===== src/rtl/symm_ctrl.sv =====
// ---------------------------------------------------------------------------
// symm_ctrl
// Sequencer for the iterative symmetric orthogonalization loop
//    W <- 1.5W - 0.5*(W*W^T)*W
// Each iteration has four phases. MUL fires the 4x4 W*W^T multiplier.
// WAIT spends UPD_LAT cycles until the update register latches. CHECK
// counts the iteration and decides whether to loop or finish. DONE emits a
// one-cycle completion pulse.
//
// Optional feature:
//    SYMM_CTRL_CONV_EN - when defined, conv=1 in CHECK ends the run early.
//                        When undefined, conv is ignored and every run
//                        executes exactly iter_num iterations.
//
// Parameters:
//    ITER_W   width of the iteration-count fields
//    UPD_LAT  cycles spent in WAIT, 1..15
//
// Ports:
//    clk_sctl   in   sole clock, rising edge
//    rstn_sctl  in   asynchronous active-low reset
//    start      in   request a run, sampled in IDLE only
//    abort      in   terminate a run in progress (MUL/WAIT/CHECK)
//    iter_num   in   requested iteration count, captured at accepted start
//    conv       in   convergence flag, sampled in CHECK
//    en_mul4    out  multiplier enable, one cycle per iteration
//    sel_fb     out  multiplier source: 0 = external W, 1 = fed-back W
//    en_upd     out  update-register latch enable, last WAIT cycle
//    busy       out  high in every state except IDLE
//    done       out  single-cycle completion pulse
//    iter_cnt   out  completed iterations of current or last run
// ---------------------------------------------------------------------------
module symm_ctrl #(
   parameter int ITER_W  = 4,
   parameter int UPD_LAT = 2
) (
   input  logic              clk_sctl,
   input  logic              rstn_sctl,
   input  logic              start,
   input  logic              abort,
   input  logic [ITER_W-1:0] iter_num,
   input  logic              conv,
   output logic              en_mul4,
   output logic              sel_fb,
   output logic              en_upd,
   output logic              busy,
   output logic              done,
   output logic [ITER_W-1:0] iter_cnt
);

   typedef enum logic [2:0] {
      IDLE,
      MUL,
      WAIT,
      CHECK,
      DONE
   } state_t;

   state_t            state, state_d;
   logic [ITER_W-1:0] cnt_d;
   logic [ITER_W-1:0] num_q, num_d;
   logic [3:0]        wait_cnt, wait_d;
   logic              sel_d;
   logic [ITER_W-1:0] cnt_inc;
   logic              conv_exit;

   assign cnt_inc = iter_cnt + ITER_W'(1);

`ifdef SYMM_CTRL_CONV_EN
   assign conv_exit = conv;
`else
   // The convergence flag is deliberately masked off in this build so that
   // every run executes the full requested iteration count.
   assign conv_exit = conv & 1'b0;
`endif

   // All state lives here. Reset is asynchronous so the controller drops
   // to IDLE with every output low the moment rstn_sctl falls, even in the
   // middle of a run.
   always_ff @(posedge clk_sctl or negedge rstn_sctl) begin
      if (!rstn_sctl) begin
         state    <= IDLE;
         iter_cnt <= '0;
         num_q    <= '0;
         wait_cnt <= '0;
         sel_fb   <= 1'b0;
      end else begin
         state    <= state_d;
         iter_cnt <= cnt_d;
         num_q    <= num_d;
         wait_cnt <= wait_d;
         sel_fb   <= sel_d;
      end
   end

   // Next-state and Moore outputs. Enables depend only on the current state,
   // so an abort takes effect on the following cycle. An abort in CHECK
   // still counts that iteration, because its update was already latched
   // in the preceding WAIT.
   always_comb begin
      state_d = state;
      cnt_d   = iter_cnt;
      num_d   = num_q;
      wait_d  = wait_cnt;
      en_mul4 = 1'b0;
      en_upd  = 1'b0;
      done    = 1'b0;
      busy    = 1'b1;
      case (state)
         IDLE: begin
            busy = 1'b0;
            if (start) begin
               cnt_d   = '0;
               num_d   = iter_num;
               state_d = (iter_num != '0) ? MUL : DONE;
            end
         end
         MUL: begin
            en_mul4 = 1'b1;
            wait_d  = 4'(UPD_LAT);
            state_d = abort ? IDLE : WAIT;
         end
         WAIT: begin
            en_upd = (wait_cnt == 4'd1);
            if (abort) begin
               state_d = IDLE;
            end else if (wait_cnt == 4'd1) begin
               state_d = CHECK;
            end else begin
               wait_d = wait_cnt - 4'd1;
            end
         end
         CHECK: begin
            cnt_d = cnt_inc;
            if (abort) begin
               state_d = IDLE;
            end else if ((cnt_inc == num_q) || conv_exit) begin
               state_d = DONE;
            end else begin
               state_d = MUL;
            end
         end
         DONE: begin
            done    = 1'b1;
            state_d = IDLE;
         end
         default: begin
            busy    = 1'b0;
            state_d = IDLE;
         end
      endcase
   end

   // The source select is registered when an iteration is entered and held
   // through its MUL and WAIT cycles. The first iteration of a run reads
   // the external W, and later iterations read the fed-back W. Outside
   // MUL/WAIT the select rests at 0.
   always_comb begin
      case (state_d)
         MUL:     sel_d = (cnt_d != '0);
         WAIT:    sel_d = sel_fb;
         default: sel_d = 1'b0;
      endcase
   end

endmodule


===== config.mk =====
export PLATFORM = sky130hd
export DESIGN_NAME = symm_ctrl
export DESIGN_NICKNAME = d
export VERILOG_FILES = /design/src/rtl/symm_ctrl.sv
export SDC_FILE = /design/constraint.sdc
export NUM_CORES = 1
export LEC_CHECK = 0
export BUFFER_PORTS_ARGS = -buffer_cell sky130_fd_sc_hd__buf_2
export CORE_UTILIZATION = 55
export CTS_CLUSTER_SIZE = 24
export DETAILED_ROUTE_END_ITERATION = 16
export HOLD_SLACK_MARGIN = 0.12
export PLACE_DENSITY_LB_ADDON = 0.12
export RECOVER_POWER = 50
export REMOVE_ABC_BUFFERS = 1
export SKIP_CTS_REPAIR_TIMING = 1
export SLEW_MARGIN = 0
export SYNTH_ARGS = -nofsm -noshare
export SYNTH_HDL_FRONTEND = slang
export SYNTH_SLANG_ARGS = --single-unit

===== constraint.sdc =====
create_clock -name clk_sctl -period 3.7 [get_ports clk_sctl]
set_input_delay 0.185 -clock clk_sctl [delete_from_list [all_inputs] [get_ports clk_sctl]]
set_output_delay 0.185 -clock clk_sctl [all_outputs]
set_load 0.03 [all_outputs]

==> results.cfg, run 1 <==
[outcome]
status = complete, no violations

[timing]
rsz0062_at_grt = false
worst_slew_pin_slew_ps = 840.7
final.min_clock_period_ps = 2127
fmax_mhz = 470.1
finalSetupViolCount = 0
final_max_slew_viol_count = 0
fin_crit_sh_pct = 57.49
worst_clock_skew_ps = 0.5253
setup_tns_ps = 0
slew_headroom_pct = 43.95
setup_slack_ps = 1573
hold_viol = 0

[synthesis]
synth_seq_area_share_pct = 42.90
yosys.area.top_type_share_pct = 42.90
syn_avg_cell_area_um2 = 9.151
syn_inst = 102
syn_area_um2 = 933.4
ys_async_sr_fraction_pct = 100.0
synth_edf_count = 0
synthTopCellsByArea = dfrtp_1, nand2_1, nor2_1
yosysUniqueCellTypes = 35
synth_ff_type = dfrtp_1
yosysTopAreaCell = dfrtp_1
ys_ff_latch = 16
synth_warnings = 0

[placed_design]
gp_congestion = 0.7937
place_ws_ps = 1600
placedCellCount = 130
portBuffers = 16
dp_hpwl_um = 1363
post_dp_cell_area_um2 = 1017

[floorplan]
io_pins = 18
fp.coreArea_um2 = 1541
fp.dieW_um = 43.20
die_h_um = 43.20
start_util_pct = 60.55
die_area_um2 = 1866
num_rows = 14

[worst_setup_path]
reg2reg_from = state[2]
start_kind = flip-flop
cpMaxStageDelayCell = or4b_1
path_max_fanout = 16
max_stage_delay_ps = 720
crit_type = reg -> reg
endpoint_kind = flip-flop
cp.required_ps = 3860
crit_chain = or4b_1 > nand2_2 > mux2i_2 > o41ai_2 > mux2i_1
worst-r2r-cell-count = 5
r2r_setup_slack_ps = 1570
worstSetupEndpoint = sel_fb
path_depth = 5
crit_arrival_ps = 2290
r2r_end = sel_fb
crit_family = simple AND/OR/NAND/NOR gates
critPathLaunch = state[2]
cp_num_buf_inv = 0

[layout]
area_growth_pct = 12.87
fin_util_pct = 68.34
ff_latch_area_um2 = 400.4
fin_area_um2 = 1054
layout.nets = 133
fill_cells = 135
drive_above_1_share_pct = 14.29
final_cells = 135
multiInputGateArea_um2 = 501.7
antenna_cells = 0

[detailed_routing]
met3WireLength_um = 91
routed_wl_um = 1851
wl_per_cell_um = 13.71
first_pass_iters = 4
num_vias = 767
top_layer = met4
drc = 0
ant_nets = 0
met2RoutedLength_um = 817
routed_via_density = 5.681
wl_met1_um = 912
drtIter0Drc = 24

[global_routing]
grtUsageTotal_pct = 22.81
grt_first_pass_wirelength_um = 3174
first_global_vias = 729
grt_max_degree = 18
antenna_found_initial = 0
grt_overflow_total = 0

[worst_hold_path]
hold_path.class = in -> reg

[pwr]
pwr-share-seq_pct = 41.6
powerDensity_nw_per_um2 = 756.9
p_comb_share_pct = 47.1
switching_share_pct = 46.18
clkPwrFrac_pct = 11.3
leakagePower_uw = 0.0004875
ir_drop_mv = 0.4169
p_switching_uw = 368.2
p_int_uw = 429.2

[clocking]
clock_tree.htree_level_count = 1
clock-sinks = 16
path_clk_slew_ps = 90
clkLatencyLatePin_ps = 280
cts_tree = done
cts_root_buf = clkbuf_4
numCtsBuffers = 3
clk_path_buf_depth = 2

[flow_run]
cap_violations = 0
## power by group through the flow
stage          logic [uW]  registers (uW)  clock network (uW)
3_5_place_dp          378             334                   0
4_1_cts               380             329                92.8
6_report              376             331                90.2
5_1_grt               417             344                98.9
3_3_place_gp          365             328                   0
2_1_floorplan         272             336                   0
## synthesized netlist by cell type (2+ instances only)
cell type   n
nand3b_1    2
a21oi_1     4
or3b_1      2
nor3b_1     2
ha_1        3
nor4b_1     2
nand4_1     2
dfrtp_1    16
nor2_1     15
or3_1       2
xnor2_1     6
inv_1       4
xor2_1      3
clkbuf_1    3
nor3_1      2
nand2_1    15
## logic make-up (layout without fill, tap and decap cells)
kind of cell | after synthesis | in the layout | share of synthesized area (%)
AOI/OAI and AO/OA | 11 | 11 | 8.848
muxes | 2 | 2 | 2.547
xor gates and xnor gates | 9 | 9 | 8.446
DFF | 16 | 16 | 42.90
adders and majority gates | 3 | 3 | 4.022
buffers and inverters | 8 | 25 | 3.350
and+or+nand+nor | 53 | 53 | 29.89
## cell type report
type / instances / area share, %
clock buffer: 3 / 2.138
timing repair buffer: 18 / 8.907
sequential: 16 / 38.00
multi-input combinational: 78 / 47.62
inverter: 4 / 1.425
tap: 16 / 1.900
## registers in the layout, summed over array words and instances, names as in the netlist
| name | flops |
|---|---|
| state | 3 |
| iter_cnt | 4 |
| num_q | 4 |
| sel_fb | 1 |
| wait_cnt | 4 |
## routing by layer
metal	global-route usage, %	vias up
met4	12.73	0
li1	-	391
met2	32.84	29
met5	0	-
met3	2.979	7
met1	32.79	340
## tightest hold or removal path, stage by stage
cell	delay [ps]
buf_2	90
nand2_1	40
nand2_1	40
## cell usage in the layout, fill, tap and decap left out, types with 2 or more instances in the layout
| cell | count |
|---|---|
| a21oi_1 | 4 |
| buf_2 | 11 |
| clkbuf_1 | 5 |
| clkbuf_4 | 3 |
| dfrtp_1 | 16 |
| dlygate4sd3_1 | 2 |
| ha_1 | 3 |
| inv_1 | 4 |
| nand2_1 | 15 |
| nand3b_1 | 2 |
| nand4_1 | 2 |
| nor2_1 | 15 |
| nor3_1 | 2 |
| nor3b_1 | 2 |
| nor4b_1 | 2 |
| or3_1 | 2 |
| or3b_1 | 2 |
| xnor2_1 | 6 |
| xor2_1 | 3 |
## metrics by stage
step	power [uW]	hold slack, ps
finish	797.4	104.1
global route	859.5	123.2
CTS	802.1	-197.9
detailed placement	711.6	114.0
global placement	693.2	110.6
floorplan	607.6	-110.6
## how the worst min path moves through the flow
stage	start	end	cells past startpoint
2_1_floorplan	rstn_sctl	iter_cnt[0]	0
3_3_place_gp	rstn_sctl	iter_cnt[3]	1
3_5_place_dp	rstn_sctl	iter_cnt[3]	1
4_1_cts	rstn_sctl	iter_cnt[0]	1
5_1_grt	iter_num[1]	num_q[1]	3
6_report	iter_num[2]	num_q[2]	3
Note: power is estimated with default switching activity, not from simulation.
==> run 2: changes to the inputs <==
--- a/config.mk
+++ b/config.mk
@@ -6,7 +6,8 @@
 export NUM_CORES = 1
 export LEC_CHECK = 0
 export BUFFER_PORTS_ARGS = -buffer_cell sky130_fd_sc_hd__buf_2
-export CORE_UTILIZATION = 55
+export CORE_ASPECT_RATIO = 0.7
+export CORE_UTILIZATION = 48
 export CTS_CLUSTER_SIZE = 24
 export DETAILED_ROUTE_END_ITERATION = 16
 export HOLD_SLACK_MARGIN = 0.12
==> constraint.sdc (replaced) <==
create_clock -name clk_sctl -period 1.8 [get_ports clk_sctl]
set_input_delay 0.09 -clock clk_sctl [delete_from_list [all_inputs] [get_ports clk_sctl]]
set_output_delay 0.09 -clock clk_sctl [all_outputs]
set_load 0.03 [all_outputs]
==> results.cfg, run 2 (same netlist as run 1, synthesis figures left out) <==
[layout]
layout.nets = 150
antenna_cells = 0
fin_util_pct = 73.38
fin_area_um2 = 1245
fill_cells = 127
largestRegisters = iter_cnt: 4 flops, num_q: 4 flops, wait_cnt: 4 flops
area_growth_pct = 33.38
layout_commonest_cell = dfrtp_1
final_cell_mix = dfrtp_1, nand2_1, nor2_1
drive_above_1_share_pct = 27.21

[timing]
setup_slack_ps = -123.1
worst_clock_skew_ps = 2.019
fmax_mhz = 520.0
worst_slew_pin_slew_ps = 894.5
final_max_slew_viol_count = 0
hold_viol = 0
finalSetupViolCount = 2
final.min_clock_period_ps = 1923
slew_headroom_pct = 40.37
rsz0062_at_grt = true
fin_crit_sh_pct = 106.8

[worst_setup_path]
cp.required_ps = 1960
r2r_end = sel_fb
crit_type = reg -> reg
reg2reg_from = iter_cnt[1]
r2r_setup_slack_ps = -120
path_max_fanout = 2
crit_chain = ha_4 > xor2_2 > nor4_2 > a22oi_2 > a221o_1 > mux2i_1
cpMaxStageDelayCell = dfrtp_1
worst-r2r-cell-count = 6
max_stage_delay_ps = 420
start_kind = flip-flop
crit_arrival_ps = 2080
endpoint_kind = flip-flop

[detailed_routing]
drtIter0Drc = 26
drc = 0
first_pass_iters = 4
routed_via_density = 5.803
ant_nets = 0
routed_wl_um = 2524
wl_per_cell_um = 16.08
num_vias = 911

[global_routing]
grt_overflow_total = 0
grt_max_degree = 17
grtUsageTotal_pct = 24.43
antenna_found_initial = 0
grt_first_pass_wirelength_um = 3429
first_global_vias = 772

[clocking]
numCtsBuffers = 3
clock_tree.htree_level_count = 1
clkLatencyLatePin_ps = 280
clk_path_buf_depth = 2
cts_tree = done
cts_root_buf = clkbuf_4
clock-sinks = 16
path_clk_slew_ps = 90

[floorplan]
start_util_pct = 55.01
io_pins = 18
fp.coreArea_um2 = 1697
die_h_um = 38.90
num_rows = 12
fp.dieW_um = 54.71
die_area_um2 = 2128

[pwr]
p_comb_share_pct = 58.6
leakagePower_uw = 0.0005756
clkPwrFrac_pct = 9.5
switching_share_pct = 45.69
p_int_uw = 1067
ir_drop_mv = 1.208
powerDensity_nw_per_um2 = 1578
pwr-share-seq_pct = 31.9
p_switching_uw = 897.9

[placed_design]
dp_hpwl_um = 1723
gp_congestion = 0.7860
post_dp_cell_area_um2 = 1114
portBuffers = 16

[worst_hold_path]
hold_depth = 4
hold_path.class = in -> reg
worstHoldStart = start
min_to = num_q[1]

[outcome]
failed_checks = setup timing
status = finished with violations

[flow_run]
cap_violations = 0
run 2: worst max-delay path by stage:
stage / end / startpoint
finish: sel_fb / iter_cnt[1]
global route: sel_fb / iter_cnt[1]
CTS: sel_fb / iter_cnt[0]
detailed placement: sel_fb / iter_cnt[0]
global placement: sel_fb / iter_cnt[0]
floorplan: sel_fb / iter_cnt[0]
run 2: final cells by class:
type | instances | area, um2 | share of cell area (%)
inverter | 4 | 15.01 | 1.206
clock buffer | 3 | 22.52 | 1.809
sequential | 16 | 400.4 | 32.16
tap | 21 | 26.28 | 2.111
multi-input combinational | 78 | 545.5 | 43.82
timing repair buffer | 35 | 235.2 | 18.89
run 2: metrics by stage:
| step | hold WS [ps] | total power [uW] | std cells | setup TNS [ps] | worst slack [ps] |
|---|---|---|---|---|---|
| 6_report | 288.6 | 1965 | 157 | -233.1 | -123.1 |
| 5_1_grt | 296.3 | 2084 | 157 | -413.6 | -214.8 |
| 4_1_cts | -290.1 | 1815 | 150 | -231.0 | -182.9 |
| 3_5_place_dp | 19.61 | 1626 | 147 | -215.7 | -177.8 |
| 3_3_place_gp | 17.17 | 1578 | 147 | -95.44 | -95.44 |
| 2_1_floorplan | -205.6 | 1249 | 98 | -351.2 | -233.2 |
run 2: worst max-delay path, delay by kind of cell, from the launching register on:
family	cells	cell delay, ps
XOR/XNOR	1	160
AND/OR/NAND/NOR	1	290
AO/OA/AOI/OAI	2	520
multiplexers	1	130
adder cells (fa/ha/maj)	1	270
flip-flops	1	420
run 2: power by group through the flow:
stage          Sequential (uW)  Clock (uW)  Combinational, uW
2_1_floorplan              690           0                559
3_3_place_gp               605           0                972
3_5_place_dp               609           0               1020
4_1_cts                    604         191               1020
5_1_grt                    639         205               1240
6_report                   626         188               1150
run 2: metal layers:
metal	vias to the layer above	wire, um	GRT usage (%)
met3	10	155	8.235
met5	-	0	0
met4	0	60	5.769
met1	434	1150	31.46
met2	44	1158	39.16
li1	423	-	-
